--- config.mk ---
export PLATFORM = sky130hd
export DESIGN_NAME = mmio_port_bank
export DESIGN_NICKNAME = d
export VERILOG_FILES = /design/src/rtl/mmio_port_bank.sv
export SDC_FILE = /design/constraint.sdc
export NUM_CORES = 1
export LEC_CHECK = 0
export CAP_MARGIN = 20
export CELL_PAD_IN_SITES_DETAIL_PLACEMENT = 1
export CELL_PAD_IN_SITES_GLOBAL_PLACEMENT = 2
export CORE_AREA = 3 3 119 121
export CTS_BUF_LIST = sky130_fd_sc_hd__clkbuf_16
export CTS_CLUSTER_SIZE = 30
export DETAILED_ROUTE_END_ITERATION = 10
export DIE_AREA = 0 0 122 124
export GPL_ROUTABILITY_DRIVEN = 0
export HOLD_SLACK_MARGIN = 0.03
export PLACE_DENSITY = 0.9
export SLEW_MARGIN = 10
export SYNTH_ARGS = -nofsm -noshare
export SYNTH_HDL_FRONTEND = slang
export SYNTH_HIERARCHICAL = 1
export SYNTH_SLANG_ARGS = --single-unit
export TNS_END_PERCENT = 1
--- constraint.sdc ---
create_clock -name clk -period 5.9 [get_ports clk]
set_input_delay 1.18 -clock clk [delete_from_list [all_inputs] [get_ports clk]]
set_output_delay 1.18 -clock clk [all_outputs]
set_load 0.05 [all_outputs]
--- src/rtl/mmio_port_bank.sv ---
// mmio_port_bank: memory-mapped I/O window of NUM_PORTS channels between the
// processor data bus and data memory.
//
// Each channel occupies two addresses starting at BASE_ADDR + 2*ch:
//   even (DATA): read = synchronised port_in[ch], write = port_out[ch]
//   odd  (CTRL): read = {0.., ien, flag}; write bit1 -> ien, bit0=1 clears flag
// The bank owns the read-data mux (I/O vs memory) and blocks memory writes
// that land inside the window.
//
// Ports:
//   clk, reset        rising-edge clock, asynchronous active-high reset
//   addr, wdata, we   processor bus address / write data / write strobe
//   mem_rdata         data-memory read data
//   rdata             read data returned to the core
//   mem_we            write strobe forwarded to data memory (we && !hit)
//   hit               addr lies inside the I/O window
//   port_in           external inputs, channel i at [i*DATA_WIDTH +: DATA_WIDTH],
//                     asynchronous to clk
//   port_out          registered external outputs, same packing
//   irq               OR of enabled sticky change flags
//
// BASE_ADDR must be even and BASE_ADDR + 2*NUM_PORTS <= 2**ADDR_WIDTH.

// Per-channel state: output latch, two-flop synchroniser, previous-sample
// register for change detection, sticky flag and interrupt enable.
module mmio_port_bank_chan #(
  parameter int DATA_WIDTH = 8
) (
  input  logic                  clk,
  input  logic                  reset,
  input  logic [DATA_WIDTH-1:0] port_in,
  input  logic                  data_we,
  input  logic                  ctrl_we,
  input  logic [DATA_WIDTH-1:0] wdata,
  output logic [DATA_WIDTH-1:0] port_out,
  output logic [DATA_WIDTH-1:0] din_sync,
  output logic                  flag,
  output logic                  ien
);
  logic [DATA_WIDTH-1:0] s1, s2, prev;
  logic                  chg, clr;

  assign chg      = (s2 != prev);
  assign clr      = ctrl_we & wdata[0];
  assign din_sync = s2;

  always_ff @(posedge clk or posedge reset) begin
    if (reset) begin
      s1       <= '0;
      s2       <= '0;
      prev     <= '0;
      port_out <= '0;
      flag     <= 1'b0;
      ien      <= 1'b0;
    end else begin
      s1   <= port_in;
      s2   <= s1;
      prev <= s2;
      if (data_we) port_out <= wdata;
      if (ctrl_we) ien      <= wdata[1];
      // A change seen on the same edge as a clear keeps the flag set so no
      // event is lost.
      flag <= chg | (flag & ~clr);
    end
  end
endmodule

module mmio_port_bank #(
  parameter int DATA_WIDTH = 8,
  parameter int ADDR_WIDTH = 8,
  parameter int NUM_PORTS  = 4,
  parameter int BASE_ADDR  = 240
) (
  input  logic                            clk,
  input  logic                            reset,
  input  logic [ADDR_WIDTH-1:0]           addr,
  input  logic [DATA_WIDTH-1:0]           wdata,
  input  logic                            we,
  input  logic [DATA_WIDTH-1:0]           mem_rdata,
  output logic [DATA_WIDTH-1:0]           rdata,
  output logic                            mem_we,
  output logic                            hit,
  input  logic [NUM_PORTS*DATA_WIDTH-1:0] port_in,
  output logic [NUM_PORTS*DATA_WIDTH-1:0] port_out,
  output logic                            irq
);
  localparam int WIN_END = BASE_ADDR + 2*NUM_PORTS;

  logic [NUM_PORTS-1:0][DATA_WIDTH-1:0] pin_a, pout_a, din_a, ctrl_a;
  logic [NUM_PORTS-1:0]                 ch_sel, flag_a, ien_a;
  logic [ADDR_WIDTH:0]                  addr_x;
  logic [ADDR_WIDTH-1:0]                off;
  logic [DATA_WIDTH-1:0]                io_read;

  // One extra address bit so a window ending exactly at 2**ADDR_WIDTH
  // still compares correctly.
  assign addr_x = {1'b0, addr};
  assign hit    = (addr_x >= (ADDR_WIDTH+1)'(BASE_ADDR)) &&
                  (addr_x <  (ADDR_WIDTH+1)'(WIN_END));
  assign off    = addr - ADDR_WIDTH'(BASE_ADDR);
  assign mem_we = we & ~hit;

  assign pin_a    = port_in;
  assign port_out = pout_a;

  for (genvar i = 0; i < NUM_PORTS; i++) begin : g_ch
    assign ch_sel[i] = hit && (off[ADDR_WIDTH-1:1] == (ADDR_WIDTH-1)'(i));
    assign ctrl_a[i] = {{(DATA_WIDTH-2){1'b0}}, ien_a[i], flag_a[i]};

    mmio_port_bank_chan #(.DATA_WIDTH(DATA_WIDTH)) u_chan (
      .clk      (clk),
      .reset    (reset),
      .port_in  (pin_a[i]),
      .data_we  (we & ch_sel[i] & ~off[0]),
      .ctrl_we  (we & ch_sel[i] &  off[0]),
      .wdata    (wdata),
      .port_out (pout_a[i]),
      .din_sync (din_a[i]),
      .flag     (flag_a[i]),
      .ien      (ien_a[i])
    );
  end

  // ch_sel is one-hot (or zero when outside the window).
  always_comb begin
    io_read = '0;
    for (int i = 0; i < NUM_PORTS; i++)
      if (ch_sel[i]) io_read = off[0] ? ctrl_a[i] : din_a[i];
  end

  assign rdata = hit ? io_read : mem_rdata;
  assign irq   = |(flag_a & ien_a);
endmodule

==> results <==
## report_power, final
group / total [mW] / switching (mW) / internal [mW]
combinational: 0.158 / 0.0844 / 0.0737
clock: 0.925 / 0.363 / 0.562
sequential: 0.991 / 0.0216 / 0.969
total: 2.07 / 0.469 / 1.60
## synthesized netlist by cell type (2+ instances only)
master	n
a2111oi_1	4
a211oi_1	4
a221o_1	5
a221oi_1	2
a22oi_1	7
buf_2	6
buf_4	2
dfrtp_1	136
inv_1	9
mux2_2	46
mux2i_1	2
nand2_1	13
nand2b_1	3
nand3_1	3
nand4_1	4
nor2_1	14
nor2b_1	3
nor3_1	7
nor3_2	2
nor4_1	2
o21ai_0	2
o21ai_1	2
xnor2_1	8
xor2_1	24
## registers in the layout, indices dropped and copies added (netlist names)
signal,count
g_ch.u_chan/port_out,32
g_ch.u_chan/s1,32
g_ch.u_chan/prev,32
g_ch.u_chan/ien,4
g_ch.u_chan/din_sync,32
g_ch.u_chan/flag,4
## critical path: stages
cell and delay [ns]:
clkdlybuf4s50_1 0.62, ha_1 0.48, nand2_1 0.10, or3_4 0.41
a211oi_1 0.28, a221oi_1 0.10, o21ai_1 0.15, clkdlybuf4s50_1 0.81
## cells by family (layout without fill, tap and decap cells)
family | Yosys count | in the layout | share of synthesized area [%]
flops | 136 | 136 | 68.22
simple gates | 62 | 62 | 7.775
mux | 48 | 48 | 10.79
compound gates | 35 | 35 | 5.694
xor+xnor | 32 | 32 | 5.618
buf+inv | 18 | 148 | 1.655
fa+ha+maj | 1 | 1 | 0.2508
## stage by stage
stage	instances	hold WS (ns)	total power, mW	setup WS (ns)
4_1_cts	637	0.3457	2.098	0.6084
3_3_place_gp	606	0.3317	1.159	0.7489
5_1_grt	638	0.3492	2.165	0.4398
3_5_place_dp	606	0.3362	1.167	0.5979
2_1_floorplan	332	0.3312	1.082	1.404
6_report	638	0.3412	2.074	0.5793
## routing by layer
| metal | vias to the layer above | part of all wire, % | routed length, um |
|---|---|---|---|
| met1 | 1622 | 42 | 5190 |
| met3 | 19 | 7.5 | 924 |
| met4 | 0 | 1.8 | 226 |
| met2 | 101 | 48 | 5970 |
| li1 | 1403 | - | - |
| met5 | - | 0 | 0 |
## worst min path at each step
stage / start / to / slack (ns)
global placement: g_ch[0].u_chan/s1[7] / g_ch[0].u_chan/din_sync[7] / 0.33
CTS: g_ch[1].u_chan/s1[1] / g_ch[1].u_chan/din_sync[1] / 0.35
finish: g_ch[1].u_chan/s1[1] / g_ch[1].u_chan/din_sync[1] / 0.34
detailed placement: g_ch[3].u_chan/s1[6] / g_ch[3].u_chan/din_sync[6] / 0.34
floorplan: g_ch[0].u_chan/s1[0] / g_ch[0].u_chan/din_sync[0] / 0.33
global route: g_ch[1].u_chan/s1[1] / g_ch[1].u_chan/din_sync[1] / 0.35
## cells in the final DEF (no fill, tap or decap), drive strengths merged, types with 2 or more instances in the layout
| cell | instances |
|---|---|
| clkinv | 7 |
| nor4 | 2 |
| mux2 | 46 |
| xnor2 | 8 |
| nand2b | 4 |
| dfrtp | 136 |
| clkbuf | 18 |
| or3 | 2 |
| a2111oi | 4 |
| nand3 | 3 |
| buf | 6 |
| nand2 | 13 |
| nand4 | 4 |
| a221o | 5 |
| nor2b | 4 |
| clkinvlp | 3 |
| clkdlybuf4s50 | 101 |
| a211oi | 4 |
| inv | 12 |
| nor3 | 10 |
| a22oi | 7 |
| mux2i | 2 |
| o21ai | 4 |
| xor2 | 24 |
| nor2 | 14 |
| a221oi | 2 |
## final cells by class
class | instances | area, um2
Fill cell | 1298 | 6440
Sequential cell | 136 | 3403
Multi-Input combinational cell | 178 | 1509
Timing Repair Buffer | 108 | 1064
Clock buffer | 17 | 425.4
Tap cell | 176 | 220.2
Clock inverter | 14 | 95.09
Inverter | 9 | 33.78
==> results.txt <==
outcome -> completed
CTS H-tree lvls -> 4
Synth area leaders -> dfrtp_1, mux2_2, xor2_1
crit share post-route -> 90.18%
Rows -> 42
core area -> 13190 um2
total number of vias -> 3145
num ports -> 102
Synth Area per Inst -> 15.03 um2
post-place instance area -> 6222 um2
R2R Path Start -> g_ch[1].u_chan/din_sync[3]
wire length per cell -> 19.30 um
CP endpoint -> rdata[1]
critical path type -> in -> out
Power Dens Cells -> 307.2 nW/um2
met3 Use GR -> 7.175%
Synth Warn # -> 6
Critical Path End Type -> output port
Iter 0 DRT Violations -> 135
total die area -> 15130 um2
Yosys cell types -> 46
static leakage -> 2.925 nW
DP HPWL -> 8.981 mm
Mapped Area -> 4989 um2
routed vias/inst -> 4.929
Skew-Pair Late Insertion Delay -> 0.40 ns
M1 GR Usage -> 21.98%
WHS Path Cells -> 0
reg2reg setup slack -> 4.65 ns
Tmin final -> 5.321 ns
number of global-route vias before repair -> 3636
post-route cell area -> 6750 um2
first-pass GRT wire length -> 19.83 mm
crit start category -> input pin
Die W -> 122 um
Max IR drop VDD -> 0.0002204 V
#FFs+latches synth -> 136
Max Slew Vio Count -> 0
TNS Setup -> 0 ns
worst r2r dst -> g_ch[1].u_chan/flag
GR Util met2 -> 27.90%
fmax -> 0.1879 GHz
cts hold-fix bufs -> 0
number of flops mapped to enable cells by yosys -> 0
CP Launch Point -> addr[5]
CTS tree -> done
largest net degree at the start of global routing -> 35
PostCTS Resize Cnt -> 0
Post-CTS Setup Bufs -> 0
main flop type after synthesis -> dfrtp_1
DRT Pass-1 Iters -> 4
Routed Wire Length -> 12.31 mm
Max-slew headroom -> 43.41%
top cell type by total area after synthesis -> dfrtp_1
final setup fails -> 0
Mapped Cells -> 332
DRT antenna net count -> 0
CTS buffer count -> 17
worst r2r path cells -> 3
Clk pin slew, worst setup/hold paths -> 0.05 ns
total congestion overflow -> 0
Max FO, Critical Path -> 13
Async SR Flop Fraction -> 100.0%
Top Usage Layer GRT -> met2
post-synthesis sequential area ratio -> 68.22%
syn nets -> 392
Total GRT Usage -> 17.69%
worst path arrival time -> 4.14 ns
unrepaired setup endpoints after global routing -> false
max_cap viols -> 0
HP Class -> reg -> reg
worst slew pin tran -> 0.8458 ns
Initial Util -> 37.82%
Final Skew -> 0.004804 ns
Port-buffer cells -> 101
Clock Sinks -> 136
Area Overhead vs Synth -> 35.31%
CP required -> 4.72 ns
antenna cells -> 0
final hold violations -> 0
fraction of layout cells with a size suffix above 1 -> 19.70%
initial antenna violation count -> 0
Final Util -> 51.18%
Die Ht -> 124 um
area share of the largest cell type after synthesis -> 68.22%
Final #Nets -> 510
Clock Path Buffers -> 2
clk root buf -> clkbuf_16
DR DRC count -> 0
No activity file was read; power rests on OpenSTA's default activity.
